**src/rtl/mux_scan_controller_pkg.sv**
```systemverilog
// rtl/mux_scan_controller_pkg.sv - shared constants and state type for the mux scan controller
package mux_scan_controller_pkg;

    localparam int NUM_CH = 4;
    localparam int SEL_W  = 2;

    localparam logic [SEL_W-1:0] CH_A = 2'd0;
    localparam logic [SEL_W-1:0] CH_B = 2'd1;
    localparam logic [SEL_W-1:0] CH_C = 2'd2;
    localparam logic [SEL_W-1:0] CH_D = 2'd3;

    typedef enum logic [1:0] {
        ST_IDLE   = 2'd0,
        ST_SETTLE = 2'd1,
        ST_HOLD   = 2'd2,
        ST_DONE   = 2'd3
    } state_t;

endpackage

```
**src/rtl/mux_scan_controller_if.sv**
```systemverilog
// rtl/mux_scan_controller_if.sv - control, mux select and snapshot signals of the scan controller
interface mux_scan_controller_if
    import mux_scan_controller_pkg::*;
#(
    parameter int DWELL_W = 8
);
    logic               i_start;
    logic               i_stop;
    logic               i_cont;
    logic [NUM_CH-1:0]  i_mask;
    logic [DWELL_W-1:0] i_dwell;
    logic               i_sample;
    logic [SEL_W-1:0]   o_con;
    logic               o_busy;
    logic [NUM_CH-1:0]  o_snap;
    logic [NUM_CH-1:0]  o_ch_valid;
    logic               o_done;

    // master is the scan controller itself; slave is the surrounding control logic and mux
    modport master (
        input  i_start, i_stop, i_cont, i_mask, i_dwell, i_sample,
        output o_con, o_busy, o_snap, o_ch_valid, o_done
    );

    modport slave (
        output i_start, i_stop, i_cont, i_mask, i_dwell, i_sample,
        input  o_con, o_busy, o_snap, o_ch_valid, o_done
    );
endinterface

```
**src/rtl/mux_scan_next_ch.sv**
```systemverilog
// rtl/mux_scan_next_ch.sv - priority finder for the next and lowest enabled channel
module mux_scan_next_ch
    import mux_scan_controller_pkg::*;
(
    input  logic [NUM_CH-1:0] mask_i,
    input  logic [SEL_W-1:0]  cur_i,
    output logic [SEL_W-1:0]  nxt_o,
    output logic              found_o,
    output logic [SEL_W-1:0]  lowest_o
);
    // Scanning downward leaves the smallest qualifying index as the final assignment.
    always_comb begin
        nxt_o    = CH_A;
        found_o  = 1'b0;
        lowest_o = CH_A;
        for (int i = NUM_CH - 1; i >= 0; i--) begin
            if (mask_i[i]) begin
                lowest_o = SEL_W'(i);
                if (i > int'(cur_i)) begin
                    nxt_o   = SEL_W'(i);
                    found_o = 1'b1;
                end
            end
        end
    end
endmodule

```
**src/rtl/mux_scan_controller.sv**
```systemverilog
// rtl/mux_scan_controller.sv - sweeps enabled mux channels, settles, dwells and snapshots o_a
module mux_scan_controller
    import mux_scan_controller_pkg::*;
#(
    parameter int DWELL_W = 8,
    parameter int SETTLE  = 1
) (
    input  logic                  clk,
    input  logic                  rs,
    mux_scan_controller_if.master bus
);
    localparam int SET_W = $clog2(SETTLE + 2);
    localparam int CNT_W = (DWELL_W > SET_W) ? DWELL_W : SET_W;
    localparam logic [CNT_W-1:0] SETTLE_M1 = CNT_W'((SETTLE > 0) ? SETTLE - 1 : 0);
    localparam state_t ENTRY_ST = (SETTLE > 0) ? ST_SETTLE : ST_HOLD;

    state_t             state_q;
    logic [NUM_CH-1:0]  mask_q;
    logic [DWELL_W-1:0] dwell_m1_q;
    logic               cont_q;
    logic [CNT_W-1:0]   cnt_q;
    logic [SEL_W-1:0]   con_q;
    logic               busy_q;
    logic               done_q;
    logic [NUM_CH-1:0]  snap_q;
    logic [NUM_CH-1:0]  valid_q;

    logic [NUM_CH-1:0]  find_mask;
    logic [SEL_W-1:0]   nxt_ch;
    logic [SEL_W-1:0]   low_ch;
    logic               nxt_found;
    logic [DWELL_W-1:0] dwell_in_m1;
    logic [DWELL_W-1:0] dwell_m1_d;
    logic [CNT_W-1:0]   entry_cnt_d;

    // In IDLE the config is not latched yet, so the finder and counters look at the live inputs.
    assign find_mask   = (state_q == ST_IDLE) ? bus.i_mask : mask_q;
    assign dwell_in_m1 = (bus.i_dwell == '0) ? '0 : bus.i_dwell - DWELL_W'(1);
    assign dwell_m1_d  = (state_q == ST_IDLE) ? dwell_in_m1 : dwell_m1_q;
    assign entry_cnt_d = (SETTLE > 0) ? SETTLE_M1 : CNT_W'(dwell_m1_d);

    mux_scan_next_ch u_next_ch (
        .mask_i   (find_mask),
        .cur_i    (con_q),
        .nxt_o    (nxt_ch),
        .found_o  (nxt_found),
        .lowest_o (low_ch)
    );

    always_ff @(posedge clk or posedge rs) begin
        if (rs) begin
            state_q    <= ST_IDLE;
            mask_q     <= '0;
            dwell_m1_q <= '0;
            cont_q     <= 1'b0;
            cnt_q      <= '0;
            con_q      <= CH_A;
            busy_q     <= 1'b0;
            done_q     <= 1'b0;
            snap_q     <= '0;
            valid_q    <= '0;
        end else begin
            done_q <= 1'b0;
            case (state_q)
                ST_IDLE: begin
                    if (bus.i_start && !bus.i_stop) begin
                        mask_q     <= bus.i_mask;
                        cont_q     <= bus.i_cont;
                        dwell_m1_q <= dwell_in_m1;
                        if (bus.i_mask != '0) begin
                            con_q   <= low_ch;
                            valid_q <= '0;
                            busy_q  <= 1'b1;
                            cnt_q   <= entry_cnt_d;
                            state_q <= ENTRY_ST;
                        end else begin
                            done_q  <= 1'b1;
                            state_q <= ST_DONE;
                        end
                    end
                end
                ST_SETTLE: begin
                    if (bus.i_stop) begin
                        busy_q  <= 1'b0;
                        state_q <= ST_IDLE;
                    end else if (cnt_q == '0) begin
                        cnt_q   <= CNT_W'(dwell_m1_d);
                        state_q <= ST_HOLD;
                    end else begin
                        cnt_q <= cnt_q - CNT_W'(1);
                    end
                end
                ST_HOLD: begin
                    if (bus.i_stop) begin
                        busy_q  <= 1'b0;
                        state_q <= ST_IDLE;
                    end else if (cnt_q == '0) begin
                        snap_q[con_q]  <= bus.i_sample;
                        valid_q[con_q] <= 1'b1;
                        if (nxt_found) begin
                            con_q   <= nxt_ch;
                            cnt_q   <= entry_cnt_d;
                            state_q <= ENTRY_ST;
                        end else begin
                            busy_q  <= 1'b0;
                            done_q  <= 1'b1;
                            state_q <= ST_DONE;
                        end
                    end else begin
                        cnt_q <= cnt_q - CNT_W'(1);
                    end
                end
                ST_DONE: begin
                    if (!bus.i_stop && cont_q && (mask_q != '0)) begin
                        con_q   <= low_ch;
                        valid_q <= '0;
                        busy_q  <= 1'b1;
                        cnt_q   <= entry_cnt_d;
                        state_q <= ENTRY_ST;
                    end else begin
                        state_q <= ST_IDLE;
                    end
                end
                default: state_q <= ST_IDLE;
            endcase
        end
    end

    assign bus.o_con      = con_q;
    assign bus.o_busy     = busy_q;
    assign bus.o_snap     = snap_q;
    assign bus.o_ch_valid = valid_q;
    assign bus.o_done     = done_q;
endmodule

```
**src/flat_wrapper.sv**
```systemverilog
// flat-port wrapper written by rule: the top's interface ports become plain ports
module mux_scan_controller_flat import mux_scan_controller_pkg::*;
#(
    parameter int DWELL_W = 8,
    parameter int SETTLE  = 1
)
  (clk, rs, bus_i_start, bus_i_stop, bus_i_cont, bus_i_mask, bus_i_dwell, bus_i_sample, bus_o_con, bus_o_busy, bus_o_snap, bus_o_ch_valid, bus_o_done);
  mux_scan_controller_if #(.DWELL_W(DWELL_W)) bus_i ();
  input  logic clk;
  input  logic rs;
  input wire logic [$bits(bus_i.i_start)-1:0] bus_i_start;
  input wire logic [$bits(bus_i.i_stop)-1:0] bus_i_stop;
  input wire logic [$bits(bus_i.i_cont)-1:0] bus_i_cont;
  input wire logic [$bits(bus_i.i_mask)-1:0] bus_i_mask;
  input wire logic [$bits(bus_i.i_dwell)-1:0] bus_i_dwell;
  input wire logic [$bits(bus_i.i_sample)-1:0] bus_i_sample;
  output wire logic [$bits(bus_i.o_con)-1:0] bus_o_con;
  output wire logic [$bits(bus_i.o_busy)-1:0] bus_o_busy;
  output wire logic [$bits(bus_i.o_snap)-1:0] bus_o_snap;
  output wire logic [$bits(bus_i.o_ch_valid)-1:0] bus_o_ch_valid;
  output wire logic [$bits(bus_i.o_done)-1:0] bus_o_done;
  assign bus_i.i_start = bus_i_start;
  assign bus_i.i_stop = bus_i_stop;
  assign bus_i.i_cont = bus_i_cont;
  assign bus_i.i_mask = bus_i_mask;
  assign bus_i.i_dwell = bus_i_dwell;
  assign bus_i.i_sample = bus_i_sample;
  assign bus_o_con = bus_i.o_con;
  assign bus_o_busy = bus_i.o_busy;
  assign bus_o_snap = bus_i.o_snap;
  assign bus_o_ch_valid = bus_i.o_ch_valid;
  assign bus_o_done = bus_i.o_done;
  mux_scan_controller #(.DWELL_W(DWELL_W), .SETTLE(SETTLE)) u_core (.clk(clk), .rs(rs), .bus(bus_i));
endmodule
```
**config.mk**
```make
export PLATFORM = sky130hd
export DESIGN_NAME = mux_scan_controller_flat
export DESIGN_NICKNAME = d
export VERILOG_FILES = /design/src/rtl/mux_scan_controller_pkg.sv /design/src/rtl/mux_scan_controller_if.sv /design/src/rtl/mux_scan_next_ch.sv /design/src/rtl/mux_scan_controller.sv /design/src/flat_wrapper.sv
export SDC_FILE = /design/constraint.sdc
export NUM_CORES = 1
export LEC_CHECK = 0
export ABC_AREA = 1
export BUFFER_PORTS_ARGS = -buffer_cell sky130_fd_sc_hd__buf_4
export CELL_PAD_IN_SITES_DETAIL_PLACEMENT = 0
export CELL_PAD_IN_SITES_GLOBAL_PLACEMENT = 1
export CORE_UTILIZATION = 45
export DETAILED_ROUTE_END_ITERATION = 16
export MAX_ROUTING_LAYER = met4
export PLACE_DENSITY = 0.95
export SLEW_MARGIN = 20
export SYNTH_ARGS = -nofsm -noshare
export SYNTH_HDL_FRONTEND = slang
export SYNTH_HIERARCHICAL = 1
export SYNTH_SLANG_ARGS = --single-unit
```
**constraint.sdc**
```tcl
create_clock -name clk -period 3.1 [get_ports clk]
set_input_delay 0.93 -clock clk [delete_from_list [all_inputs] [get_ports clk]]
set_output_delay 0.93 -clock clk [all_outputs]
set_load 0.03 [all_outputs]
```
==> results.tsv <==
stage	metric	value	unit
power	leakage	0.00146	uW
timing	final setup vio count	0	
die	effective utilization at floorplan	46.5	%
clock_network	Clock transition at path regs	0.07	ns
finish	most common cell after layout, fill and taps aside	nand2_1	
detailed_routing	Post-Route WL	4.73	mm
synth	post-synthesis sequential area ratio	36.9	%
finish	Antenna diodes	0	
timing	Setup TNS	0	ns
timing	final period utilization	74.6	%
clock_network	Post-CTS Repair Setup Buffers	0	
critical_path	peak fanout along the critical path	10	
finish	area grow syn2layout	18.1	%
detailed_routing	first-pass detailed-route iteration total	4	
finish	commonest cells after routing, fill and taps aside	nand2_1 (109), inv_1 (36), dfrtp_1 (35)	
die	chip height	74.6	um
timing	Rel. slew slack	66.1	%
grt	initial antenna violation count	0	
timing	Tmin final	2.31	ns
grt	Overflow after GRT	0	
timing	RSZ-0062 raised after global routing	no	
detailed_routing	vias per cell	4.78	
status	status	finished, final reports clean	
detailed_routing	drt drc	0	
place	HPWL after DPL	3.68	mm
grt	largest net degree at the start of global routing	36	
die	I/O pin count	30	
detailed_routing	DR vias	2046	
power	Final Power	3290	uW
timing	top achievable clock speed	0.432	GHz
clock_network	CTS max path bufs	2	
detailed_routing	wire per inst	11.1	um
synth	Syn Nets	348	
clock_network	CTS Sinks	35	
power	worst vdd ir	427	uV
clock_network	TritonCTS Buffers	5	
clock_network	# H-tree levels	2	
clock_network	Resized Gates After CTS	0	
die	Die ar.	5570	um^2
clock_network	cts hold-fix bufs	0	
critical_path	startpoint types	flop	
timing	Pins Over Slew Limit	0	
critical_path	Crit Path Category	reg2reg	
die	core footprint	5110	um^2
grt	vias in the first global route	1810	
synth	synthesized flop and latch total	35	
clock_network	clock latency on the worst-skew pair	0.29	ns
critical_path	endpoint type of the worst setup path	flop	
synth	Yosys Warn Count	6	
power	pwr dens	1170	nW/um^2
critical_path	Worst EP arrival	2.54	ns
die	FP Rows	26	
detailed_routing	antenna-violating nets left	0	
grt	first-pass GRT wire length	8.02	mm
clock_network	CTS tree	built	
run	max_cap viols	0	
place	RePlAce Congestion	0.831	
finish	fraction of layout cells with a size suffix above 1	21.2	%
synth	Avg Cell Area, Syn	7.38	um^2
synth	unique cell type count in the Yosys netlist	30	
clock_network	clock root cell	clkbuf_8	
timing	Worst-Margin Slew	0.509	ns
timing	Final Hold Violating Endpoints	0	
finish	Net count, final	383	
synth	Post-Syn Instances	322	
synth	post-synthesis cell area	2370	um^2
die	Die Width	74.6	um
place	IO buf count	29	
detailed_routing	DR iter-0 viols	95	
timing	clock skew	0.00904	ns
worst_hold_path	Hold Path Class	reg2reg	
grt	gr usage total	19.4	%
critical_path	CP required	3.33	ns
## metal layers
layer  track usage (%)  share of wire (%)
met1              25.3                 50
met2              31.1                 45
met3              3.61                3.8
met4              5.03                1.4
met5                 -                  0
## logic make-up after synthesis
group	count (synthesis)	share of synthesized area (%)
simple gates	183	37.2
flops	35	36.9
buf+inv	46	7.75
xor+xnor	5	1.84
fa+ha+maj	8	4.22
compound gates	45	12.1
## power breakdown
| group | switching [uW] | internal (uW) | leakage (uW) | total [uW] |
|---|---|---|---|---|
| Combinational | 1310 | 691 | 0.000942 | 2000 |
| Clock | 172 | 321 | 0.0000644 | 492 |
| Sequential | 148 | 644 | 0.000457 | 791 |
| Total | 1630 | 1660 | 0.00146 | 3290 |
## state kept, by name, summed over array words and instances (netlist names)
signal,flops
u_core/bus.o_ch_valid,4
u_core/bus.o_busy,1
u_core/cnt_q,8
u_core/dwell_m1_q,8
u_core/bus.o_snap,4
u_core/bus.o_con,2
u_core/mask_q,4
u_core/cont_q,1
u_core/state_q,2
u_core/bus.o_done,1
## cells in the mapped netlist (all sizes together)
cell type / instances / share of area (%)
a21oi: 5 / 2.0
inv: 44 / 7.0
nor3: 3 / 0.84
buf: 2 / 0.79
a22o: 1 / 0.37
nand2: 117 / 21
o21ai: 35 / 8.6
nand4: 6 / 2.2
ha: 8 / 4.2
nand3: 21 / 4.8
nand3b: 1 / 0.32
xor2: 2 / 0.74
xnor2: 3 / 1.1
o22ai: 4 / 1.1
nor2: 35 / 8.4
dfrtp: 35 / 37
## critical path, cell delays in order, from the launching register on
cell     delay (ns)
dfrtp_1        0.41
inv_1          0.09
ha_1           0.27
inv_2          0.12
o21ai_0        0.37
nand2_1        0.13
nand3_1        0.17
nor2_1         0.11
nand2_4        0.09
nand4_4        0.16
nor2_4         0.18
nand2_1        0.08
nand2_1        0.06
## area by class of cell
class | instances | area (um^2)
Clock inverter | 3 | 67.6
Multi-Input combinational cell | 241 | 1320
Clock buffer | 5 | 68.8
Fill cell | 517 | 2300
Inverter | 44 | 165
Tap cell | 70 | 87.6
Sequential cell | 35 | 876
Timing Repair Buffer | 30 | 225
## worst paths after layout
check                                     start              endpoint  slack [ns]  cells past startpoint
max                           u_core/state_q[1]       u_core/cnt_q[2]        0.79                     12
min reg2reg                u_core/dwell_m1_q[7]  u_core/dwell_m1_q[7]        0.49                      2
min in group asynchronous                    rs  u_core/bus.o_snap[0]        0.73                      3
max reg2reg                   u_core/state_q[1]       u_core/cnt_q[2]        0.79                     12
min                        u_core/dwell_m1_q[7]  u_core/dwell_m1_q[7]        0.49                      2
max in group asynchronous                    rs  u_core/dwell_m1_q[7]        2.05                      3
## through the flow
step                hold slack (ns)  instance area (um^2)  util, %  setup WS [ns]  cells
floorplan                     0.449                  2370        -          0.990    322
global placement              0.464                  2670     52.3          0.767    420
detailed placement            0.468                  2670     52.3          0.699    420
CTS                           0.487                  2810     54.9          0.817    428
global route                  0.504                  2810     54.9          0.514    428
finish                        0.487                  2810     54.9          0.787    428
Note: power is estimated with default switching activity, not from simulation.
